## src/rtl/id_top.sv

```systemverilog
// Instruction-decode stage: registers the fetched word, decodes it, resolves
// operands with EX/MEM forwarding, resolves branches/jumps in ID, detects
// load-use hazards and drives the registered ID/EX bundle.
module id_top (
    input  logic        clk,
    input  logic        reset,
    input  logic        stall,
    input  logic        flush,
    // fetch side
    input  logic        if_en,
    input  logic [29:0] if_pc,
    input  logic [31:0] if_insn,
    // register file
    output logic [4:0]  gpr_rd_addr_0,
    output logic [4:0]  gpr_rd_addr_1,
    input  logic [31:0] gpr_rd_data_0,
    input  logic [31:0] gpr_rd_data_1,
    // EX-stage forwarding
    input  logic        ex_en,
    input  logic        ex_gpr_we_,
    input  logic        ex_is_load,
    input  logic [4:0]  ex_dst_addr,
    input  logic [31:0] ex_fwd_data,
    // MEM-stage forwarding
    input  logic        mem_en,
    input  logic        mem_gpr_we_,
    input  logic [4:0]  mem_dst_addr,
    input  logic [31:0] mem_fwd_data,
    // redirect and hazard
    output logic        br_taken,
    output logic [29:0] br_addr,
    output logic        ld_hazard,
    // ID/EX bundle
    output logic        id_en,
    output logic [29:0] id_pc,
    output logic [3:0]  id_alu_op,
    output logic [31:0] id_alu_in_0,
    output logic [31:0] id_alu_in_1,
    output logic [1:0]  id_mem_op,
    output logic [31:0] id_mem_wr_data,
    output logic [4:0]  id_dst_addr,
    output logic        id_gpr_we_,
    output logic        id_undef
);

    localparam int unsigned AW = 30;
    localparam int unsigned DW = 32;
    localparam int unsigned RW = 5;
    localparam int unsigned OW = 6;

    // opcodes
    localparam logic [OW-1:0] OP_ANDR  = 6'h00;
    localparam logic [OW-1:0] OP_ANDI  = 6'h01;
    localparam logic [OW-1:0] OP_ORR   = 6'h02;
    localparam logic [OW-1:0] OP_ORI   = 6'h03;
    localparam logic [OW-1:0] OP_XORR  = 6'h04;
    localparam logic [OW-1:0] OP_XORI  = 6'h05;
    localparam logic [OW-1:0] OP_ADDSR = 6'h06;
    localparam logic [OW-1:0] OP_ADDSI = 6'h07;
    localparam logic [OW-1:0] OP_ADDUR = 6'h08;
    localparam logic [OW-1:0] OP_ADDUI = 6'h09;
    localparam logic [OW-1:0] OP_SUBSR = 6'h0A;
    localparam logic [OW-1:0] OP_SUBUR = 6'h0B;
    localparam logic [OW-1:0] OP_SHRLR = 6'h0C;
    localparam logic [OW-1:0] OP_SHRLI = 6'h0D;
    localparam logic [OW-1:0] OP_SHLLR = 6'h0E;
    localparam logic [OW-1:0] OP_SHLLI = 6'h0F;
    localparam logic [OW-1:0] OP_BE    = 6'h10;
    localparam logic [OW-1:0] OP_BNE   = 6'h11;
    localparam logic [OW-1:0] OP_BSGT  = 6'h12;
    localparam logic [OW-1:0] OP_BUGT  = 6'h13;
    localparam logic [OW-1:0] OP_JMP   = 6'h14;
    localparam logic [OW-1:0] OP_CALL  = 6'h15;
    localparam logic [OW-1:0] OP_LDW   = 6'h16;
    localparam logic [OW-1:0] OP_STW   = 6'h17;

    // ALU operations
    localparam logic [3:0] ALU_THROUGH = 4'd0;
    localparam logic [3:0] ALU_AND     = 4'd1;
    localparam logic [3:0] ALU_OR      = 4'd2;
    localparam logic [3:0] ALU_XOR     = 4'd3;
    localparam logic [3:0] ALU_ADDS    = 4'd4;
    localparam logic [3:0] ALU_ADDU    = 4'd5;
    localparam logic [3:0] ALU_SUBS    = 4'd6;
    localparam logic [3:0] ALU_SUBU    = 4'd7;
    localparam logic [3:0] ALU_SHRL    = 4'd8;
    localparam logic [3:0] ALU_SHLL    = 4'd9;

    // memory operations
    localparam logic [1:0] MEM_NOP   = 2'd0;
    localparam logic [1:0] MEM_LOAD  = 2'd1;
    localparam logic [1:0] MEM_STORE = 2'd2;

    localparam logic [RW-1:0] LINK_REG = 5'd31;

    logic [OW-1:0] op;
    logic [RW-1:0] ra;
    logic [RW-1:0] rb;
    logic [RW-1:0] rc;
    logic [15:0]   imm;
    logic [DW-1:0] imm_sext;
    logic [DW-1:0] imm_zext;
    logic [DW-1:0] imm_shamt;

    logic [DW-1:0] opnd_a;
    logic [DW-1:0] opnd_b;

    logic [3:0]    dec_alu_op;
    logic [DW-1:0] dec_in_0;
    logic [DW-1:0] dec_in_1;
    logic [1:0]    dec_mem_op;
    logic [DW-1:0] dec_wr_data;
    logic [RW-1:0] dec_dst;
    logic          dec_gpr_we_;
    logic          dec_undef;
    logic          is_branch;
    logic          is_jump;
    logic          br_cond;
    logic [AW-1:0] br_target;

    // instruction field extraction
    assign op        = if_insn[31:26];
    assign ra        = if_insn[25:21];
    assign rb        = if_insn[20:16];
    assign rc        = if_insn[15:11];
    assign imm       = if_insn[15:0];
    assign imm_sext  = {{16{imm[15]}}, imm};
    assign imm_zext  = {16'h0000, imm};
    assign imm_shamt = {27'h0, imm[4:0]};

    assign gpr_rd_addr_0 = ra;
    assign gpr_rd_addr_1 = rb;

    // operand forwarding: EX beats MEM beats the register file
    always_comb begin
        opnd_a = gpr_rd_data_0;
        if (ex_en && !ex_gpr_we_ && (ex_dst_addr == ra)) begin
            opnd_a = ex_fwd_data;
        end else if (mem_en && !mem_gpr_we_ && (mem_dst_addr == ra)) begin
            opnd_a = mem_fwd_data;
        end

        opnd_b = gpr_rd_data_1;
        if (ex_en && !ex_gpr_we_ && (ex_dst_addr == rb)) begin
            opnd_b = ex_fwd_data;
        end else if (mem_en && !mem_gpr_we_ && (mem_dst_addr == rb)) begin
            opnd_b = mem_fwd_data;
        end
    end

    // opcode decode into the ID/EX payload and branch condition
    always_comb begin
        dec_alu_op  = ALU_THROUGH;
        dec_in_0    = opnd_a;
        dec_in_1    = opnd_b;
        dec_mem_op  = MEM_NOP;
        dec_wr_data = opnd_b;
        dec_dst     = rc;
        dec_gpr_we_ = 1'b1;
        dec_undef   = 1'b0;
        is_branch   = 1'b0;
        is_jump     = 1'b0;
        br_cond     = 1'b0;

        case (op)
            OP_ANDR:  begin dec_alu_op = ALU_AND;  dec_gpr_we_ = 1'b0; end
            OP_ORR:   begin dec_alu_op = ALU_OR;   dec_gpr_we_ = 1'b0; end
            OP_XORR:  begin dec_alu_op = ALU_XOR;  dec_gpr_we_ = 1'b0; end
            OP_ADDSR: begin dec_alu_op = ALU_ADDS; dec_gpr_we_ = 1'b0; end
            OP_ADDUR: begin dec_alu_op = ALU_ADDU; dec_gpr_we_ = 1'b0; end
            OP_SUBSR: begin dec_alu_op = ALU_SUBS; dec_gpr_we_ = 1'b0; end
            OP_SUBUR: begin dec_alu_op = ALU_SUBU; dec_gpr_we_ = 1'b0; end
            OP_SHRLR: begin dec_alu_op = ALU_SHRL; dec_gpr_we_ = 1'b0; end
            OP_SHLLR: begin dec_alu_op = ALU_SHLL; dec_gpr_we_ = 1'b0; end
            OP_ANDI: begin
                dec_alu_op  = ALU_AND;
                dec_in_1    = imm_zext;
                dec_dst     = rb;
                dec_gpr_we_ = 1'b0;
            end
            OP_ORI: begin
                dec_alu_op  = ALU_OR;
                dec_in_1    = imm_zext;
                dec_dst     = rb;
                dec_gpr_we_ = 1'b0;
            end
            OP_XORI: begin
                dec_alu_op  = ALU_XOR;
                dec_in_1    = imm_zext;
                dec_dst     = rb;
                dec_gpr_we_ = 1'b0;
            end
            OP_ADDSI: begin
                dec_alu_op  = ALU_ADDS;
                dec_in_1    = imm_sext;
                dec_dst     = rb;
                dec_gpr_we_ = 1'b0;
            end
            OP_ADDUI: begin
                dec_alu_op  = ALU_ADDU;
                dec_in_1    = imm_zext;
                dec_dst     = rb;
                dec_gpr_we_ = 1'b0;
            end
            OP_SHRLI: begin
                dec_alu_op  = ALU_SHRL;
                dec_in_1    = imm_shamt;
                dec_dst     = rb;
                dec_gpr_we_ = 1'b0;
            end
            OP_SHLLI: begin
                dec_alu_op  = ALU_SHLL;
                dec_in_1    = imm_shamt;
                dec_dst     = rb;
                dec_gpr_we_ = 1'b0;
            end
            OP_BE: begin
                is_branch = 1'b1;
                br_cond   = (opnd_a == opnd_b);
            end
            OP_BNE: begin
                is_branch = 1'b1;
                br_cond   = (opnd_a != opnd_b);
            end
            OP_BSGT: begin
                is_branch = 1'b1;
                br_cond   = ($signed(opnd_a) < $signed(opnd_b));
            end
            OP_BUGT: begin
                is_branch = 1'b1;
                br_cond   = (opnd_a < opnd_b);
            end
            OP_JMP: begin
                is_jump = 1'b1;
            end
            OP_CALL: begin
                is_jump     = 1'b1;
                dec_in_0    = {if_pc, 2'b00};
                dec_dst     = LINK_REG;
                dec_gpr_we_ = 1'b0;
            end
            OP_LDW: begin
                dec_alu_op  = ALU_ADDU;
                dec_in_1    = imm_sext;
                dec_mem_op  = MEM_LOAD;
                dec_dst     = rb;
                dec_gpr_we_ = 1'b0;
            end
            OP_STW: begin
                dec_alu_op = ALU_ADDU;
                dec_in_1   = imm_sext;
                dec_mem_op = MEM_STORE;
            end
            default: begin
                dec_undef = 1'b1;
            end
        endcase
    end

    // load-use hazard compares both source fields whatever the opcode
    assign ld_hazard = ex_en & ex_is_load & ~ex_gpr_we_ & if_en &
                       ((ex_dst_addr == ra) | (ex_dst_addr == rb));

    // redirect: PC-relative for branches, register-indirect for JMP/CALL
    assign br_target = is_branch ? (if_pc + imm_sext[AW-1:0]) : opnd_a[DW-1:2];
    assign br_taken  = if_en & ~ld_hazard & (br_cond | is_jump);
    assign br_addr   = br_taken ? br_target : if_pc;

    // ID/EX pipeline register: reset, hold, bubble or capture
    always_ff @(posedge clk) begin
        if (!reset) begin
            id_en          <= 1'b0;
            id_pc          <= '0;
            id_alu_op      <= ALU_THROUGH;
            id_alu_in_0    <= '0;
            id_alu_in_1    <= '0;
            id_mem_op      <= MEM_NOP;
            id_mem_wr_data <= '0;
            id_dst_addr    <= '0;
            id_gpr_we_     <= 1'b1;
            id_undef       <= 1'b0;
        end else if (!stall) begin
            if (flush || ld_hazard || !if_en) begin
                // payload fields keep their previous values
                id_en      <= 1'b0;
                id_gpr_we_ <= 1'b1;
                id_mem_op  <= MEM_NOP;
                id_undef   <= 1'b0;
            end else begin
                id_en          <= 1'b1;
                id_pc          <= if_pc;
                id_alu_op      <= dec_alu_op;
                id_alu_in_0    <= dec_in_0;
                id_alu_in_1    <= dec_in_1;
                id_mem_op      <= dec_mem_op;
                id_mem_wr_data <= dec_wr_data;
                id_dst_addr    <= dec_dst;
                id_gpr_we_     <= dec_gpr_we_;
                id_undef       <= dec_undef;
            end
        end
    end

endmodule

```

## config.mk

```make
export PLATFORM = sky130hd
export DESIGN_NAME = id_top
export DESIGN_NICKNAME = d
export VERILOG_FILES = /design/src/rtl/id_top.sv
export SDC_FILE = /design/constraint.sdc
export NUM_CORES = 1
export LEC_CHECK = 0
export ABC_AREA = 1
export CORE_AREA = 2 2 152 154
export CTS_BUF_LIST = sky130_fd_sc_hd__clkbuf_8
export DETAILED_ROUTE_END_ITERATION = 6
export DIE_AREA = 0 0 154 156
export DONT_BUFFER_PORTS = 1
export PLACE_DENSITY = 0.67
export SKIP_CTS_REPAIR_TIMING = 1
export SLEW_MARGIN = 20
export SYNTH_ARGS = -nofsm -noshare
export SYNTH_HDL_FRONTEND = slang
export SYNTH_SLANG_ARGS = --single-unit
```

## constraint.sdc

```tcl
create_clock -name clk -period 7.1 [get_ports clk]
set_input_delay 1.065 -clock clk [delete_from_list [all_inputs] [get_ports clk]]
set_output_delay 1.065 -clock clk [all_outputs]
set_load 0.1 [all_outputs]
```

==> results.yml, run 1 <==
status:
  status: "finished clean"
detailed_routing:
  num_vias: 13200
  postRouteAntennaNets: 0
  wl_per_cell_um: 21.9
  dr.pass1.iters: 7
  drt_first_iter_violations: 1455
  drc: 0
  vias_per_cell: 6.04
  routed_wl_mm: 48.0
grt:
  grt_pass1_wl_mm: 72.3
  grt_max_degree: 95
  grt_antenna_before_repair: 1
  grt_pass1_vias: 12200
  gr-max-usage-layer: "met2"
  gr-usage-met1: 0.496
  overflow: 0
  use_met3: 0.0822
  gr-usage-all-layers: 0.386
  met2_usage: 0.631
placed_design:
  hpwl_mm: 36.2
  place_ws_ps: 763
  place_congestion: 1.00
  port-buffer-count: 0
synthesis:
  synthArstFlopShare: 0
  synth_seq_area_share: 0.244
  synth-main-ff-cell: "dfxtp_1"
  synth_nets: 2203
  yosysUniqueCellTypes: 49
  avgSynthCellArea_sq_um: 5.95
  synth_edf_count: 0
  yosys_warnings: 0
  synth-seq-cells: 140
  syn_area_sq_um: 11500
  synthCells: 1931
setup_path:
  crit_type: "in -> out"
  required_ps: 6030
  reg2regPathDepth: 2
  regToRegSetupSlack_ps: 5600
  r2r_start: "id_alu_op[0]"
  startpoint_type: "input port"
  cpPeakStageDelay_ps: 340
  crit_top_cell: "nand2_1"
  critPathMaxFanout: 47
  r2r-end: "id_alu_op[0]"
  slowest_stage: "buf_4"
  critPathArrivalTime_ps: 5370
  cp-end-kind: "primary output"
cts:
  cts.htree.levels: 4
  cts.clk_slew.worst_paths_ps: 90
  clock_latency_ps: 470
  clockBufferDepth: 2
  cts_tree: "yes"
  numClockSinks: 140
  cts_root_buf: "clkbuf_8"
  cts_buffers: 17
hold_path:
  hold_end: "id_gpr_we_"
  min_from: "reset"
  min_path_cells: 1
  min_path_type: "in -> reg"
timing:
  fmax_mhz: 155
  relSlewSlack: 0.231
  finalSetupTns_ps: 0
  post-route-period-util: 0.906
  slew_viol_final: 0
  finalHoldViolations: 0
  skew_ps: 0
  period_minus_slack_ps: 6430
  worstMarginPinSlew_ps: 1150
  finalWorstSetupSlack_ps: 669
  finalSetupViolations: 0
  rsz0062_at_grt: "no"
floorplan:
  rows: 55
  start_util: 0.514
  core_area_sq_um: 22400
  dieArea_sq_um: 24000
  io_pins: 392
  fp.dieH_um: 156
  die_x_um: 154
final_layout:
  multiInputGateArea_sq_um: 7310
  areaGrowthSynthToFinish_pct: 8.60
  n_fill_cell: 2334
  ff_latch_area_sq_um: 2800
  nNetsFinal: 2161
  drive_above_1_share: 0.0762
power:
  power_density_nw_per_um2: 196
  p_switching_uw: 1100
  seq_power_share: 0.439
  vdd_drop_max_mv: 0.128
  switching_share: 0.449
  combPwrFrac: 0.263
  p_clk_frac: 0.298
  power_leakage_uw: 0.00603
  internal_power_uw: 1350
run:
  max-cap-violations: 0
cell type report:
type / count / area share
Clock inverter: 15 / 0.0145
Timing Repair Buffer: 50 / 0.0611
Multi-Input combinational cell: 1461 / 0.586
Inverter: 219 / 0.0662
Clock buffer: 17 / 0.0187
Sequential cell: 140 / 0.225
Antenna cell: 4 / 0.000802
Tap cell: 285 / 0.0286
per-stage QoR:
| stage | instances | total power [uW] | hold WS [ps] | util | instance area, sq um |
|---|---|---|---|---|---|
| after floorplan | 1931 | 1560 | 904 | - | 11500 |
| after global placement | 2155 | 1710 | 920 | 0.539 | 12100 |
| after detailed placement | 2155 | 1720 | 934 | 0.539 | 12100 |
| after CTS | 2187 | 2430 | 666 | 0.558 | 12500 |
| after global routing | 2190 | 2540 | 663 | 0.558 | 12500 |
| final | 2191 | 2440 | 690 | 0.558 | 12500 |
logic make-up (layout without fill, tap and decap cells):
family                     count (synthesis)  in the layout  share of synthesized area
other                                      0              4                          0
adders and majority gates                 62             62                     0.0681
xor gates and xnor gates                  13             13                    0.00991
AOI/OAI and AO/OA                        406            406                      0.190
and+or+nand+nor                          980            980                      0.366
buffers and inverters                    330            301                      0.122
DFF                                      140            140                      0.244
power by group through the flow:
stage / logic, uW / clock network (uW) / registers (uW)
floorplan: 485 / 0 / 1080
global placement: 625 / 0 / 1090
detailed placement: 631 / 0 / 1090
CTS: 634 / 728 / 1070
global route: 704 / 757 / 1080
finish: 643 / 728 / 1070
per-layer routing:
| layer | routed length (um) | up-vias |
|---|---|---|
| li1 | - | 6245 |
| met2 | 21500 | 845 |
| met4 | 2090 | 0 |
| met3 | 4900 | 124 |
| met1 | 19500 | 6026 |
| met5 | 0 | - |
worst max-delay path, delay by kind of cell:
family,cells,cell delay [ps]
AOI/OAI and AO/OA,1,120
buffers and inverters,8,1490
and+or+nand+nor,15,2310
adders and majority gates,1,300
worst max-delay path by stage:
stage	startpoint	to	slack [ps]
after floorplan	ex_en	br_addr[20]	1770
after detailed placement	ex_en	br_addr[16]	760
after global routing	mem_gpr_we_	br_addr[1]	400
after global placement	ex_en	br_addr[5]	810
final	ex_en	br_addr[29]	670
after CTS	ex_en	br_addr[16]	760
registers in the layout, summed over array words and instances, names as in the netlist:
| name | flops |
|---|---|
| id_dst_addr | 5 |
| id_pc | 30 |
| id_en | 1 |
| id_undef | 1 |
| id_mem_wr_data | 32 |
| id_alu_in_1 | 32 |
| id_gpr_we_ | 1 |
| id_alu_in_0 | 32 |
| id_mem_op | 2 |
| id_alu_op | 4 |
cell usage after synthesis, drive strengths merged (2+ instances only):
library cell,count,area share
nand2,610,0.20
dfxtp,140,0.24
xnor2,7,0.0053
a22oi,2,0.0013
nand4,47,0.026
nor2,92,0.031
clkbuf,52,0.017
o21bai,2,0.0013
a21o,3,0.0020
inv,218,0.071
nand3,171,0.076
xor2,6,0.0046
o211ai,31,0.022
nor4,2,0.0011
and3,3,0.0016
nand3b,5,0.0033
or2,31,0.017
o22ai,6,0.0033
buf,59,0.033
nor3,17,0.0098
ha,61,0.066
a21oi,227,0.099
o21ai,126,0.055
o21a,4,0.0026
placed cells by master, fill, tap and decap left out, drive strengths merged, types with 2 or more instances in the layout:
cell type,n
nand2,610
a21oi,227
inv,226
nand3,171
dfxtp,140
o21ai,126
nor2,92
ha,61
buf,50
nand4,47
or2,31
o211ai,31
clkbuf,17
nor3,17
xnor2,7
xor2,6
o22ai,6
nand3b,5
diode,4
o21a,4
and3,3
a21o,3
clkinvlp,3
clkinv,3
nor4,2
o21bai,2
a22oi,2
bufinv,2
(Power assumes the default switching activity.)
==> run 2: changes to the inputs <==
--- a/config.mk
+++ b/config.mk
@@ -5,13 +5,12 @@
 export SDC_FILE = /design/constraint.sdc
 export NUM_CORES = 1
 export LEC_CHECK = 0
-export ABC_AREA = 1
-export CORE_AREA = 2 2 152 154
+export ABC_AREA = 0
+export CORE_AREA = 2 2 154 156
 export CTS_BUF_LIST = sky130_fd_sc_hd__clkbuf_8
 export DETAILED_ROUTE_END_ITERATION = 6
-export DIE_AREA = 0 0 154 156
+export DIE_AREA = 0 0 156 158
 export DONT_BUFFER_PORTS = 1
-export PLACE_DENSITY = 0.67
 export SKIP_CTS_REPAIR_TIMING = 1
 export SLEW_MARGIN = 20
 export SYNTH_ARGS = -nofsm -noshare
==> results.yml, run 2 <==
setup_path:
  startpoint_type: "input port"
  critPathMaxFanout: 50
  r2r_start: "id_alu_in_0[8]"
  crit_start: "ex_en"
  crit_type: "in -> out"
  cp-end-kind: "primary output"
  critPathArrivalTime_ps: 5700
  required_ps: 6030
grt:
  grt_max_degree: 107
  overflow: 0
  gr-usage-all-layers: 0.315
  grt_pass1_wl_mm: 58.8
  grt_pass1_vias: 9809
  grt_antenna_before_repair: 1
floorplan:
  fp.dieH_um: 158
  rows: 56
  core_area_sq_um: 23100
  dieArea_sq_um: 24600
  die_x_um: 156
  start_util: 0.457
  io_pins: 392
detailed_routing:
  postRouteAntennaNets: 0
  dr.pass1.iters: 6
  num_vias: 10500
  drt_first_iter_violations: 1039
  drc: 0
  routed_wl_mm: 40.4
  vias_per_cell: 6.21
  wl_per_cell_um: 23.8
run:
  max-cap-violations: 0
placed_design:
  place_congestion: 0.921
  port-buffer-count: 0
  hpwl_mm: 30.7
  dpl_cell_area_sq_um: 11200
final_layout:
  nNetsFinal: 1662
  fin_area_sq_um: 11600
  top_regs: "id_alu_in_0 (32), id_alu_in_1 (32), id_mem_wr_data (32)"
  final_util: 0.505
  drive_above_1_share: 0.102
  layout_common_cells: "nand2_1, dfxtp_1, a21oi_1, nor2_1, mux2i_1"
  areaGrowthSynthToFinish_pct: 10.5
  layout_commonest_cell: "nand2_1"
cts:
  clock_latency_ps: 450
  cts_tree: "yes"
  cts_root_buf: "clkbuf_8"
  cts_buffers: 17
  cts.htree.levels: 4
  cts.clk_slew.worst_paths_ps: 80
  clockBufferDepth: 2
  numClockSinks: 140
synthesis:
  synthArstFlopShare: 0
  synth_xor_xnor_area_share: 0.0333
  synth-main-ff-cell: "dfxtp_1"
  synth-seq-cells: 140
  synth_simple_gate_area_share: 0.222
  yosys_warnings: 0
  synth_seq_area_share: 0.266
  synth_top_family_by_area: "compound AO/OA/AOI/OAI gates"
  synth_edf_count: 0
  synthCells: 1423
  yosysTopAreaCell: "dfxtp_1"
  yosys-top-cells-count: "nand2_1, dfxtp_1, a21oi_1, nor2_1, clkbuf_1"
  synth_top_area_frac: 0.266
  syn_area_sq_um: 10500
  avgSynthCellArea_sq_um: 7.40
  synth-compound-area-share: 0.248
  ys_top_cells_by_area: "dfxtp_1, nand2_1, ha_1, mux2i_1, a21oi_1"
  synth_mux_area_frac: 0.0931
  synth.most_common_cell: "nand2_1"
  yosysUniqueCellTypes: 68
  synth_fa_ha_area_frac: 0.0744
  synth_nets: 1695
status:
  status: "finished clean"
timing:
  finalSetupTns_ps: 0
  skew_ps: 0
  post-route-period-util: 0.953
  rsz0062_at_grt: "no"
  relSlewSlack: 0.252
  finalHoldWorstSlack_ps: 695
  finalSetupViolations: 0
  slew_viol_final: 0
  finalHoldViolations: 0
  period_minus_slack_ps: 6770
  fmax_mhz: 148
  worstMarginPinSlew_ps: 1120
hold_path:
  min_from: "reset"
  min_path_type: "in -> reg"
power:
  power_density_nw_per_um2: 200
  vdd_drop_max_mv: 0.0889
  power_leakage_uw: 0.00474
[run 2: layer usage]
metal	GRT usage	part of all wire	up-vias
li1	-	-	4959
met1	0.402	0.41	4968
met2	0.510	0.45	519
met3	0.0821	0.098	73
met4	0.122	0.035	0
met5	0	0	-
[run 2: worst max-delay path, stage by stage]
cell and delay, ps:
nor2b_1 250, o221ai_1 170, or4_2 820, buf_12 240, a21oi_1 370, ha_1 330
nand3_1 140, nor4_2 80, a21boi_1 140, o41ai_1 370, and3b_1 260, nor4b_2 320
or2_2 440, buf_4 230, mux2i_4 240, buf_12 200
[run 2: kinds of logic after synthesis]
family,count (synthesis)
buffers and inverters,157
AO/OA/AOI/OAI,393
multiplexers,90
AND/OR/NAND/NOR,541
XOR/XNOR,40
flip-flops,140
adder cells (fa/ha/maj),62
[run 2: per-stage QoR]
| step | setup WS [ps] | power [uW] | cells |
|---|---|---|---|
| detailed placement | 296 | 1620 | 1660 |
| floorplan | 1.83 | 1510 | 1423 |
| global route | 33.4 | 2430 | 1693 |
| finish | 331 | 2330 | 1694 |
| global placement | 350 | 1620 | 1660 |
| CTS | 295 | 2340 | 1692 |
[run 2: power by group]
| group | leakage [uW] | switching (uW) | internal (uW) | total [uW] |
|---|---|---|---|---|
| Combinational | 0.00340 | 343 | 203 | 546 |
| Clock | 0.000209 | 364 | 358 | 722 |
| Sequential | 0.00114 | 249 | 815 | 1060 |
[run 2: layout make-up]
| class | instances | area (sq um) |
|---|---|---|
| Antenna cell | 1 | 2.50 |
| Clock buffer | 18 | 248 |
| Fill cell | 2310 | 11400 |
| Inverter | 43 | 161 |
| Multi-Input combinational cell | 1126 | 7180 |
| Tap cell | 290 | 363 |
| Clock inverter | 14 | 169 |
| Sequential cell | 140 | 2800 |
| Timing Repair Buffer | 62 | 716 |
[run 2: worst paths after layout]
kind / endpoint / slack, ps / cells after the start
min: id_gpr_we_ / 690 / 1
max: br_addr[1] / 330 / 16
min reg2reg: id_pc[5] / 920 / 2
max reg2reg: id_alu_in_0[8] / 5570 / 2
==> run 3: changes to the inputs <==
--- a/config.mk
+++ b/config.mk
@@ -11,6 +11,7 @@
 export DETAILED_ROUTE_END_ITERATION = 6
 export DIE_AREA = 0 0 156 158
 export DONT_BUFFER_PORTS = 1
+export PLACE_DENSITY = 0.67
 export SKIP_CTS_REPAIR_TIMING = 1
 export SLEW_MARGIN = 20
 export SYNTH_ARGS = -nofsm -noshare
==> results.yml, run 3 (same netlist as run 2, synthesis figures left out) <==
placed_design:
  place_ws_ps: 271
  place_congestion: 0.921
  port-buffer-count: 0
  hpwl_mm: 31.0
final_layout:
  nNetsFinal: 1650
  layout_common_cells: "nand2_1, dfxtp_1, a21oi_1, nor2_1, mux2i_1"
  areaGrowthSynthToFinish_pct: 9.79
  layout_commonest_cell: "nand2_1"
  top_regs: "id_alu_in_0 (32), id_alu_in_1 (32), id_mem_wr_data (32)"
  diodes: 0
  drive_above_1_share: 0.0949
timing:
  rsz0062_at_grt: "no"
  finalSetupViolations: 0
  post-route-period-util: 0.946
  worstMarginPinSlew_ps: 1110
  relSlewSlack: 0.261
  skew_ps: 0
  finalHoldViolations: 0
  finalWorstSetupSlack_ps: 380
  fmax_mhz: 149
  finalSetupTns_ps: 0
  period_minus_slack_ps: 6720
  slew_viol_final: 0
cts:
  numClockSinks: 140
  cts_root_buf: "clkbuf_8"
  cts_buffers: 17
  clockBufferDepth: 2
  clock_latency_ps: 470
  cts_tree: "yes"
  cts.htree.levels: 4
  cts.clk_slew.worst_paths_ps: 90
run:
  max-cap-violations: 0
floorplan:
  io_pins: 392
  dieArea_sq_um: 24600
  start_util: 0.457
  rows: 56
  core_area_sq_um: 23100
  fp.dieH_um: 158
  die_x_um: 156
setup_path:
  crit_type: "in -> out"
  required_ps: 6030
  critPathMaxFanout: 55
  cp-end-kind: "primary output"
  reg2regPathDepth: 2
  critPathArrivalTime_ps: 5660
  startpoint_type: "input port"
hold_path:
  min_path_cells: 1
  min_path_type: "in -> reg"
power:
  power_leakage_uw: 0.00471
  power_density_nw_per_um2: 206
  vdd_drop_max_mv: 0.120
grt:
  grt_pass1_vias: 9869
  gr-usage-all-layers: 0.322
  grt_max_degree: 84
  grt_antenna_before_repair: 0
  overflow: 0
  grt_pass1_wl_mm: 59.9
detailed_routing:
  num_vias: 10500
  postRouteAntennaNets: 0
  routed_wl_mm: 40.9
  wl_per_cell_um: 24.3
  vias_per_cell: 6.23
  drt_first_iter_violations: 958
  dr.pass1.iters: 6
  drc: 0
status:
  status: "finished clean"
-- run 3: cell type report --
type / instances / area [sq um]
Timing Repair Buffer: 50 / 633
Tap cell: 290 / 363
Clock buffer: 18 / 248
Clock inverter: 14 / 194
Sequential cell: 140 / 2800
Multi-Input combinational cell: 1126 / 7160
Inverter: 43 / 161
Fill cell: 2293 / 11500
-- run 3: worst paths after layout --
path	start	end	slack [ps]
max	ex_en	br_addr[11]	380
min	reset	id_gpr_we_	680
max reg2reg	id_alu_in_0[23]	id_alu_in_0[23]	5610
min reg2reg	id_alu_in_1[22]	id_alu_in_1[22]	910
-- run 3: per-layer routing --
metal	vias up	share of wire	global-route usage
met3	78	0.11	0.107
li1	4937	-	-
met5	-	0	0
met4	0	0.037	0.128
met2	556	0.45	0.506
met1	4907	0.40	0.407
-- run 3: where the power goes --
group	leakage (uW)	switching, uW	internal [uW]
combinational	0.00335	345	199
clock	0.000225	382	394
sequential	0.00114	249	815
-- run 3: per-stage QoR --
stage                     utilization  hold WS [ps]  instance area (sq um)  cells  power [uW]
after floorplan                     -           882                  10500   1423        1510
after global placement          0.482           900                  11100   1649        1610
after detailed placement        0.482           904                  11100   1649        1620
after CTS                       0.501           656                  11600   1681        2390
after global routing            0.502           659                  11600   1681        2480
final                           0.502           679                  11600   1681        2380
-- run 3: critical path: stages --
cell      delay, ps
nor2b_1         210
o221ai_1        150
or4_2           670
buf_4           310
nor2_1          170
a21oi_1          60
buf_4           170
ha_1            300
nand4_1         160
nor4_1          310
buf_4           170
a21boi_1        160
o41ai_1          90
and3b_1         210
o41ai_2         340
or2_4           410
buf_12          200
mux2_4          440
